`src/rtl/lsu_mem_stage.sv`:
```
// lsu_mem_stage: MEM-stage load/store unit for the 5-stage core.
// Issues one req/gnt/rvalid bus access per load/store, replicates store
// data across byte lanes, and extracts/extends sub-word load data.
// StallM holds the pipeline while an access is outstanding; FaultM pulses
// for misaligned or illegal accesses.
// Optional build macro: LSU_TIMEOUT_EN adds a bus watchdog of TIMEOUT_CYC
// cycles. Without it the unit waits for the bus indefinitely.
module lsu_mem_stage #(
    parameter int XLEN        = 32,
    parameter int TIMEOUT_CYC = 64
) (
    input  logic            clk,
    input  logic            reset,
    input  logic            MemReadM,
    input  logic            MemWriteM,
    input  logic [2:0]      Funct3M,
    input  logic [XLEN-1:0] ALUResultM,
    input  logic [XLEN-1:0] WriteDataM,
    output logic [XLEN-1:0] ReadDataM,
    output logic            StallM,
    output logic            FaultM,
    output logic            bus_req,
    output logic            bus_we,
    output logic [XLEN-1:0] bus_addr,
    output logic [3:0]      bus_be,
    output logic [XLEN-1:0] bus_wdata,
    input  logic            bus_gnt,
    input  logic            bus_rvalid,
    input  logic [XLEN-1:0] bus_rdata
);

    typedef enum logic [1:0] {
        S_IDLE   = 2'b00,
        S_REQ    = 2'b01,
        S_WAIT_R = 2'b10,
        S_DONE   = 2'b11
    } state_t;

    // Byte enables for the access size; half-words stay on an aligned pair.
    function automatic logic [3:0] calc_be(input logic [2:0] f3, input logic [1:0] off);
        case (f3[1:0])
            2'b00:   return 4'b0001 << off;
            2'b01:   return 4'b0011 << {off[1], 1'b0};
            default: return 4'b1111;
        endcase
    endfunction

    // Select the addressed byte/half from the read word and extend it.
    function automatic logic [XLEN-1:0] load_extend(input logic [2:0] f3, input logic [1:0] off,
                                                    input logic [XLEN-1:0] data);
        logic [XLEN-1:0] shifted;
        shifted = data >> {off, 3'b000};
        case (f3)
            3'b000:  return {{(XLEN-8){shifted[7]}}, shifted[7:0]};
            3'b001:  return {{(XLEN-16){shifted[15]}}, shifted[15:0]};
            3'b100:  return {{(XLEN-8){1'b0}}, shifted[7:0]};
            3'b101:  return {{(XLEN-16){1'b0}}, shifted[15:0]};
            default: return data;
        endcase
    endfunction

    state_t          state_q, state_d;
    logic [XLEN-1:0] rdata_q, rdata_d;
    logic            req_q, req_d;
    logic            we_q, we_d;
    logic [XLEN-1:0] addr_q, addr_d;
    logic [3:0]      be_q, be_d;
    logic [XLEN-1:0] wdata_q, wdata_d;
    logic [2:0]      f3_q, f3_d;
    logic [1:0]      off_q, off_d;
`ifdef LSU_TIMEOUT_EN
    localparam int CNT_W = 16;
    logic [CNT_W-1:0] cnt_q, cnt_d;
    logic             tmo_q, tmo_d;
`endif

    logic access_s;
    logic legal_f3_s;
    logic misalign_s;
    logic fault_s;
    logic stall_s;
    logic fault_out_s;

    // Decode the incoming access: legality of funct3 and alignment.
    always_comb begin
        access_s   = MemReadM | MemWriteM;
        legal_f3_s = 1'b0;
        misalign_s = 1'b0;
        case (Funct3M)
            3'b000, 3'b001, 3'b010: legal_f3_s = 1'b1;
            3'b100, 3'b101:         legal_f3_s = ~MemWriteM;
            default:                legal_f3_s = 1'b0;
        endcase
        case (Funct3M[1:0])
            2'b01:   misalign_s = ALUResultM[0];
            2'b10:   misalign_s = (ALUResultM[1:0] != 2'b00);
            default: misalign_s = 1'b0;
        endcase
        fault_s = access_s & (~legal_f3_s | misalign_s);
    end

    // Next-state, bus-request capture and load-data capture.
    always_comb begin
        state_d     = state_q;
        rdata_d     = rdata_q;
        req_d       = req_q;
        we_d        = we_q;
        addr_d      = addr_q;
        be_d        = be_q;
        wdata_d     = wdata_q;
        f3_d        = f3_q;
        off_d       = off_q;
        stall_s     = 1'b0;
        fault_out_s = 1'b0;
`ifdef LSU_TIMEOUT_EN
        cnt_d       = cnt_q;
        tmo_d       = 1'b0;
`endif
        case (state_q)
            S_IDLE: begin
                if (fault_s) begin
                    fault_out_s = 1'b1;
                    rdata_d     = '0;
                end else if (access_s) begin
                    stall_s = 1'b1;
                    addr_d  = {ALUResultM[XLEN-1:2], 2'b00};
                    we_d    = MemWriteM;
                    be_d    = calc_be(Funct3M, ALUResultM[1:0]);
                    f3_d    = Funct3M;
                    off_d   = ALUResultM[1:0];
                    req_d   = 1'b1;
                    state_d = S_REQ;
                    if (MemWriteM) begin
                        case (Funct3M[1:0])
                            2'b00:   wdata_d = {(XLEN/8){WriteDataM[7:0]}};
                            2'b01:   wdata_d = {(XLEN/16){WriteDataM[15:0]}};
                            default: wdata_d = WriteDataM;
                        endcase
                    end else begin
                        wdata_d = '0;
                    end
`ifdef LSU_TIMEOUT_EN
                    cnt_d = '0;
`endif
                end else begin
                    state_d = S_IDLE;
                end
            end
            S_REQ: begin
                stall_s = 1'b1;
                if (bus_gnt) begin
                    req_d = 1'b0;
                    if (we_q) begin
                        state_d = S_DONE;
                    end else if (bus_rvalid) begin
                        rdata_d = load_extend(f3_q, off_q, bus_rdata);
                        state_d = S_DONE;
                    end else begin
                        state_d = S_WAIT_R;
                    end
                end else begin
`ifdef LSU_TIMEOUT_EN
                    if (cnt_q == CNT_W'(TIMEOUT_CYC - 1)) begin
                        req_d   = 1'b0;
                        rdata_d = '0;
                        tmo_d   = 1'b1;
                        state_d = S_DONE;
                    end else begin
                        cnt_d = cnt_q + CNT_W'(1);
                    end
`else
                    state_d = S_REQ;
`endif
                end
            end
            S_WAIT_R: begin
                stall_s = 1'b1;
                if (bus_rvalid) begin
                    rdata_d = load_extend(f3_q, off_q, bus_rdata);
                    state_d = S_DONE;
                end else begin
`ifdef LSU_TIMEOUT_EN
                    if (cnt_q == CNT_W'(TIMEOUT_CYC - 1)) begin
                        rdata_d = '0;
                        tmo_d   = 1'b1;
                        state_d = S_DONE;
                    end else begin
                        cnt_d = cnt_q + CNT_W'(1);
                    end
`else
                    state_d = S_WAIT_R;
`endif
                end
            end
            S_DONE: begin
`ifdef LSU_TIMEOUT_EN
                fault_out_s = tmo_q;
`endif
                state_d = S_IDLE;
            end
            default: begin
                state_d = S_IDLE;
            end
        endcase
    end

    // State and output registers; reset aborts any outstanding access.
    always_ff @(posedge clk or negedge reset) begin
        if (!reset) begin
            state_q <= S_IDLE;
            rdata_q <= '0;
            req_q   <= 1'b0;
            we_q    <= 1'b0;
            addr_q  <= '0;
            be_q    <= 4'b0000;
            wdata_q <= '0;
            f3_q    <= 3'b000;
            off_q   <= 2'b00;
`ifdef LSU_TIMEOUT_EN
            cnt_q   <= '0;
            tmo_q   <= 1'b0;
`endif
        end else begin
            state_q <= state_d;
            rdata_q <= rdata_d;
            req_q   <= req_d;
            we_q    <= we_d;
            addr_q  <= addr_d;
            be_q    <= be_d;
            wdata_q <= wdata_d;
            f3_q    <= f3_d;
            off_q   <= off_d;
`ifdef LSU_TIMEOUT_EN
            cnt_q   <= cnt_d;
            tmo_q   <= tmo_d;
`endif
        end
    end

    // Stall/fault depend on live inputs, so they are forced low during reset.
    assign StallM    = reset & stall_s;
    assign FaultM    = reset & fault_out_s;
    assign ReadDataM = rdata_q;
    assign bus_req   = req_q;
    assign bus_we    = we_q;
    assign bus_addr  = addr_q;
    assign bus_be    = be_q;
    assign bus_wdata = wdata_q;

endmodule

```
`config.mk`:
```
export PLATFORM = sky130hd
export DESIGN_NAME = lsu_mem_stage
export DESIGN_NICKNAME = d
export VERILOG_FILES = /design/src/rtl/lsu_mem_stage.sv
export SDC_FILE = /design/constraint.sdc
export NUM_CORES = 1
export LEC_CHECK = 0
export ABC_CLOCK_PERIOD_IN_PS = 2790
export CAP_MARGIN = 20
export CORE_ASPECT_RATIO = 0.7
export CORE_MARGIN = 2
export CORE_UTILIZATION = 44
export DETAILED_ROUTE_END_ITERATION = 12
export GPL_TIMING_DRIVEN = 0
export MAX_ROUTING_LAYER = met4
export PLACE_DENSITY = 0.83
export SLEW_MARGIN = 25
export SYNTH_ARGS = -nofsm -noshare
export SYNTH_HDL_FRONTEND = slang
export SYNTH_SLANG_ARGS = --single-unit
```
`constraint.sdc`:
```
create_clock -name clk -period 2.79 [get_ports clk]
set_clock_uncertainty 0.05 [all_clocks]
set_input_delay 0.558 -clock clk [delete_from_list [all_inputs] [get_ports clk]]
set_output_delay 0.558 -clock clk [all_outputs]
set_load 0.1 [all_outputs]
```
==> run metrics, run 1 <==
crit path kind in2out; vias per inst around 5.4; flops & latches, synth between 100 and 150; crit start category primary input; Routed WL 15,900 microns; Worst-Skew Late Latency between 0.3 and 0.4 ns; Fmax approximately 0.37 GHz; main flop type after synthesis dfrtp_1; Mapped Cells between 400 and 500; layout cells sized above 1 0.178; sequential cell area fraction in the yosys report 0.499; Max clock buf depth 2; worst setup path end StallM; syn_area_per_cell approximately 12 sq um; antenna violations before repair 0; asr flop ratio synth 1.00; nets 798; Post-synth EDFFs 0; Placer Congestion about 0.94; Initial Util 0.454; Register-to-Register Setup Slack around 0.54 ns; Final ANT Viol Nets 0; DR pass1 iterations 4; Ys Warns 0; CP max FO 3; status completed; RSZ-0062 raised after global routing yes; port bufs 206; vias in the first global route approximately 4,700; CP endpoint kind output port; fin crit share 0.982; DRC viols 0; H-tree levels 3; CTS Sinks 107; hpwl dp roughly 12,000 microns; CTS Buf Count 9; total gr overflow 0; CTS clk-pin slew, worst paths 0.06 ns; min cycle time layout about 2.7 ns; Synth cell types 44; largest net degree at the start of global routing just over 60; full die area about 0.013 sq mm; Hold-fix buffers, CTS 0; HP Class in2async; commonest non-fill, non-tap cells in the layout 197 x clkdlybuf4s50_1, 106 x dfrtp_1, 51 x nand2_1; worst r2r src state_q[0]; via count between 4,000 and 5,000; first-pass GRT wire length approximately 24,000 microns; Antenna diodes 0; top-level port count ~210; Syn Std Cell Area 0.00536 sq mm; Slew @ Worst Pin roughly 1.0 ns; Die X roughly 140 microns; reg2reg path depth 8; max-slew violation count 0; Critical Path RT 2.18 ns; CTS tree done; MaxCap Viol Count 0; RR Endpoint bus_wdata[30]; core area approximately 0.012 sq mm; Final Hold Vio Count 0; Crit. Startpoint Funct3M[0]; Area growth, synth to finish 50.3%; clock root buffer clkbuf_16; die height about 96 microns; commonest non-fill, non-tap cell in the layout clkdlybuf4s50_1; Site Rows 33; drt first-iter violations 248; wire per inst ~19 microns; Setup-failing EPs final 0; critical path arrival approximately 2.1 ns; Max-Slew Margin vs Limit 0.313; Final Util 0.683; total track usage 0.254
==> worst max-delay path, stage by stage <==
cell and delay [ns]:
clkbuf_4 0.15, inv_6 0.04, ha_1 0.21, o21ai_1 0.10
a21boi_2 0.08, or3_4 0.40, nor2b_4 0.14, nor3b_4 0.23
buf_12 0.20
==> layout make-up <==
class                      count  area, sq um
tap                          157          196
sequential                   107         2680
buffer                        33          210
timing repair buffer         212         2130
multi-input combinational    308         2490
clock buffer                  10          229
inverter                      15         77.6
fill                         881         3750
clock inverter                 5         53.8
==> Yosys cell counts, types with 7 or more instances <==
cell      instances  area share
inv_1            15       0.010
a21oi_1          13       0.012
mux2_2           36       0.076
o21ai_1          14       0.013
buf_6             9       0.019
o221ai_1          7       0.011
clkbuf_1         14      0.0098
a22oi_1           8       0.011
mux2i_1          25       0.047
a32o_1           16       0.030
or3_1            17       0.020
o21ai_0          25       0.023
a22o_1           14       0.023
buf_2             8      0.0075
mux2_4           23       0.064
nor2_1           13      0.0091
ha_1              7       0.016
dfrtp_1         107        0.50
o211ai_1          7      0.0098
nand2_1          52       0.036
==> per-layer routing <==
metal	vias to the layer above	track usage	part of all wire
met3	18	0.0906	0.096
met4	0	0.0608	0.013
met1	2251	0.314	0.43
li1	2123	-	-
met5	-	-	0
met2	199	0.403	0.46
==> logic make-up (layout without fill, tap and decap cells) <==
| logic type | count (synthesis) | count (layout) | synth area share |
|---|---|---|---|
| AO/OA/AOI/OAI | 113 | 113 | 0.148 |
| flip-flops | 107 | 107 | 0.499 |
| AND/OR/NAND/NOR | 100 | 100 | 0.0889 |
| multiplexers | 86 | 86 | 0.195 |
| buffers and inverters | 50 | 275 | 0.0516 |
| adder cells (fa/ha/maj) | 7 | 7 | 0.0163 |
| other | 1 | 2 | 0.000699 |
==> how the worst min path moves through the flow <==
stage / depth (start not counted) / endpoint / slack [ns]
3_5_place_dp: 2 / bus_wdata[19] / 0.42
4_1_cts: 1 / bus_addr[12] / 0.11
5_1_grt: 1 / bus_addr[12] / 0.12
3_3_place_gp: 2 / bus_wdata[20] / 0.41
6_report: 1 / bus_addr[10] / 0.10
2_1_floorplan: 0 / ReadDataM[0] / 0.21
==> registers in the layout (all words and copies together) (netlist names), named ones only <==
register   count
bus_we         1
f3_q           3
state_q        1
bus_req        1
off_q          2
bus_wdata     32
bus_addr      30
ReadDataM     32
bus_be         4
==> stage by stage <==
stage | worst slack [ns] | cell area, sq um | TNS, ns | hold WS [ns] | std cells
after floorplan | -0.411 | 5450 | -0.702 | 0.212 | 465
after global placement | -4.10 | 7710 | -327.28 | 0.411 | 828
after detailed placement | -1.72 | 7730 | -21.33 | 0.425 | 829
after CTS | -0.0623 | 8050 | -0.0623 | 0.111 | 847
after global routing | -0.0179 | 8060 | -0.0179 | 0.120 | 847
final | 0.0512 | 8060 | 0 | 0.103 | 847
==> repair_timing <==
| action | CTS | global route |
|---|---|---|
| buffers inserted | 4 | 1 |
| gates cloned | 0 | 0 |
| pin swaps | 5 | 5 |
| setup endpoints to repair | 2 | 2 |
| gates resized for setup | 34 | 6 |
Power of run 1 is left out: the tool's default activity adds up to more than one toggle a clock period on the data nets, which glitch-free logic cannot reach.
==> run 2, diff against run 1 <==
--- a/config.mk
+++ b/config.mk
@@ -9,11 +9,12 @@
 export CAP_MARGIN = 20
 export CORE_ASPECT_RATIO = 0.7
 export CORE_MARGIN = 2
-export CORE_UTILIZATION = 44
+export CORE_UTILIZATION = 45
+export CTS_BUF_LIST = sky130_fd_sc_hd__clkbuf_2
 export DETAILED_ROUTE_END_ITERATION = 12
 export GPL_TIMING_DRIVEN = 0
 export MAX_ROUTING_LAYER = met4
-export PLACE_DENSITY = 0.83
+export PLACE_DENSITY = 0.84
 export SLEW_MARGIN = 25
 export SYNTH_ARGS = -nofsm -noshare
 export SYNTH_HDL_FRONTEND = slang
==> run metrics, run 2 (synthesis results as in run 1) <==
commonest non-fill, non-tap cells in the layout 107 x dfrtp_1, 99 x clkdlybuf4s50_1, 94 x dlygate4sd2_1; H-tree levels 3; RSZ-0062 raised after global routing yes; CP delay by family, top simple AND/OR/NAND/NOR gates; Slew @ Worst Pin 1.01 ns; MaxCap Viol Count 0; antenna violations before repair 1; Routed WL 15,900 microns; vias in the first global route 4,827; fin crit share 1.04; max-slew violation count 0; RR Endpoint ReadDataM[27]; Initial Util 0.461; crit path kind in2out; Final ANT Viol Nets 0; number of fillers in the final layout between 900 and 1,000; placement-stage worst setup slack -1.70 ns; full die area 0.0128 sq mm; drt first-iter violations ~290; port bufs about 210; crit path max-delay cell type or3_4; Bufs and invs on worst path 3; Placer Congestion 0.868; CP max FO 10; clock root buffer clkbuf_2; core area around 0.012 sq mm; nets 804; top-level port count around 210; largest net degree at the start of global routing just under 80; min-delay src Funct3M[1]; total gr overflow 0; failing checks negative setup slack; Fmax 0.346 GHz; CTS Sinks 107; Site Rows 33; WHS Path Cells 3; total track usage 0.262; status finished, violations left; critical path, cell by cell clkdlybuf4s15_2, ha_4, buf_6, o21bai_1, o2bb2ai_2, or3_4, nor2b_4, nor3b_4, buf_12; WHS Endpoint f3_q[1]; crit start category primary input; CTS clk-pin slew, worst paths between 0.2 and 0.3 ns; slowest stage delay, CP around 0.38 ns; HP Class in2reg; Final Hold Vio Count 0; CTS tree done; Max-Slew Margin vs Limit 0.328; Worst-Skew Late Latency approximately 0.60 ns; Die X 134 microns; Area growth, synth to finish 46.7%; CP endpoint kind output port; first-pass GRT wire length 25,100 microns; min cycle time layout just under 3 ns; layout cells sized above 1 0.187; hpwl dp 12,100 microns; Register-to-Register Setup Slack approximately 0.66 ns; worst r2r src state_q[0]; critical path arrival about 2.3 ns; commonest non-fill, non-tap cell in the layout dfrtp_1; CTS Buf Count 9; worst setup margin -0.102 ns; Critical Path RT approximately 2.2 ns; DRC viols 0; Setup-failing EPs final 1; vias per inst about 5.5; reg2reg path depth 9; via count between 4,000 and 5,000; Max clock buf depth 2; wire per inst around 19 microns; DR pass1 iterations 5; die height approximately 95 microns
## run 2: how the worst max path moves through the flow
| stage | from | end | cells past startpoint |
|---|---|---|---|
| final | Funct3M[0] | StallM | 9 |
| after CTS | flip-flop | StallM | 8 |
| after global placement | reset | FaultM | 3 |
| after global routing | state_q[0] | StallM | 7 |
| after detailed placement | Funct3M[1] | StallM | 12 |
| after floorplan | Funct3M[1] | StallM | 10 |
## run 2: layer usage
layer  global-route usage  wire, microns  share of wire
met1                0.325           6600           0.41
met2                0.420           7450           0.47
met3               0.0750           1510          0.095
met4               0.0807            357          0.022
met5                    -              0              0
## run 2: worst register-to-register path: stages (launching register included)
cell and delay, ns:
dfrtp_1 0.44, inv_2 0.06, ha_4 0.17, buf_4 0.12, buf_4 0.12, buf_4 0.14
a221o_1 0.34, buf_6 0.15, buf_6 0.16, mux2_4 0.31
## run 2: repair_timing
action	in CTS	in global routing
buffers inserted	8	1
setup endpoints to repair	94	10
cloned	0	1
resized for setup	124	9
hold buffers	2	0
endpoints found under the hold margin	33	0
pin swaps	3	2
## run 2: per-stage QoR
step	TNS, ns	cells	instance area, sq um	utilization	hold WS, ns
after floorplan	-0.702	465	5450	-	0.212
after global placement	-328.37	828	7710	0.662	0.414
after detailed placement	-21.81	829	7730	0.664	0.420
after CTS	-0.185	854	7820	0.672	0.169
after global routing	-0.211	855	7870	0.676	0.159
final	-0.102	855	7870	0.676	0.209
## run 2: layout make-up
class	count	area (sq um)	area share
antenna	1	2.50	0.000318
buffer	32	206	0.0262
clock buffer	9	45.0	0.00572
clock inverter	7	58.8	0.00747
inverter	15	77.6	0.00986
multi-input combinational	308	2480	0.316
sequential	107	2680	0.340
tap	157	196	0.0250
timing repair buffer	219	2120	0.269
Power of run 2 is left out for the same reason.
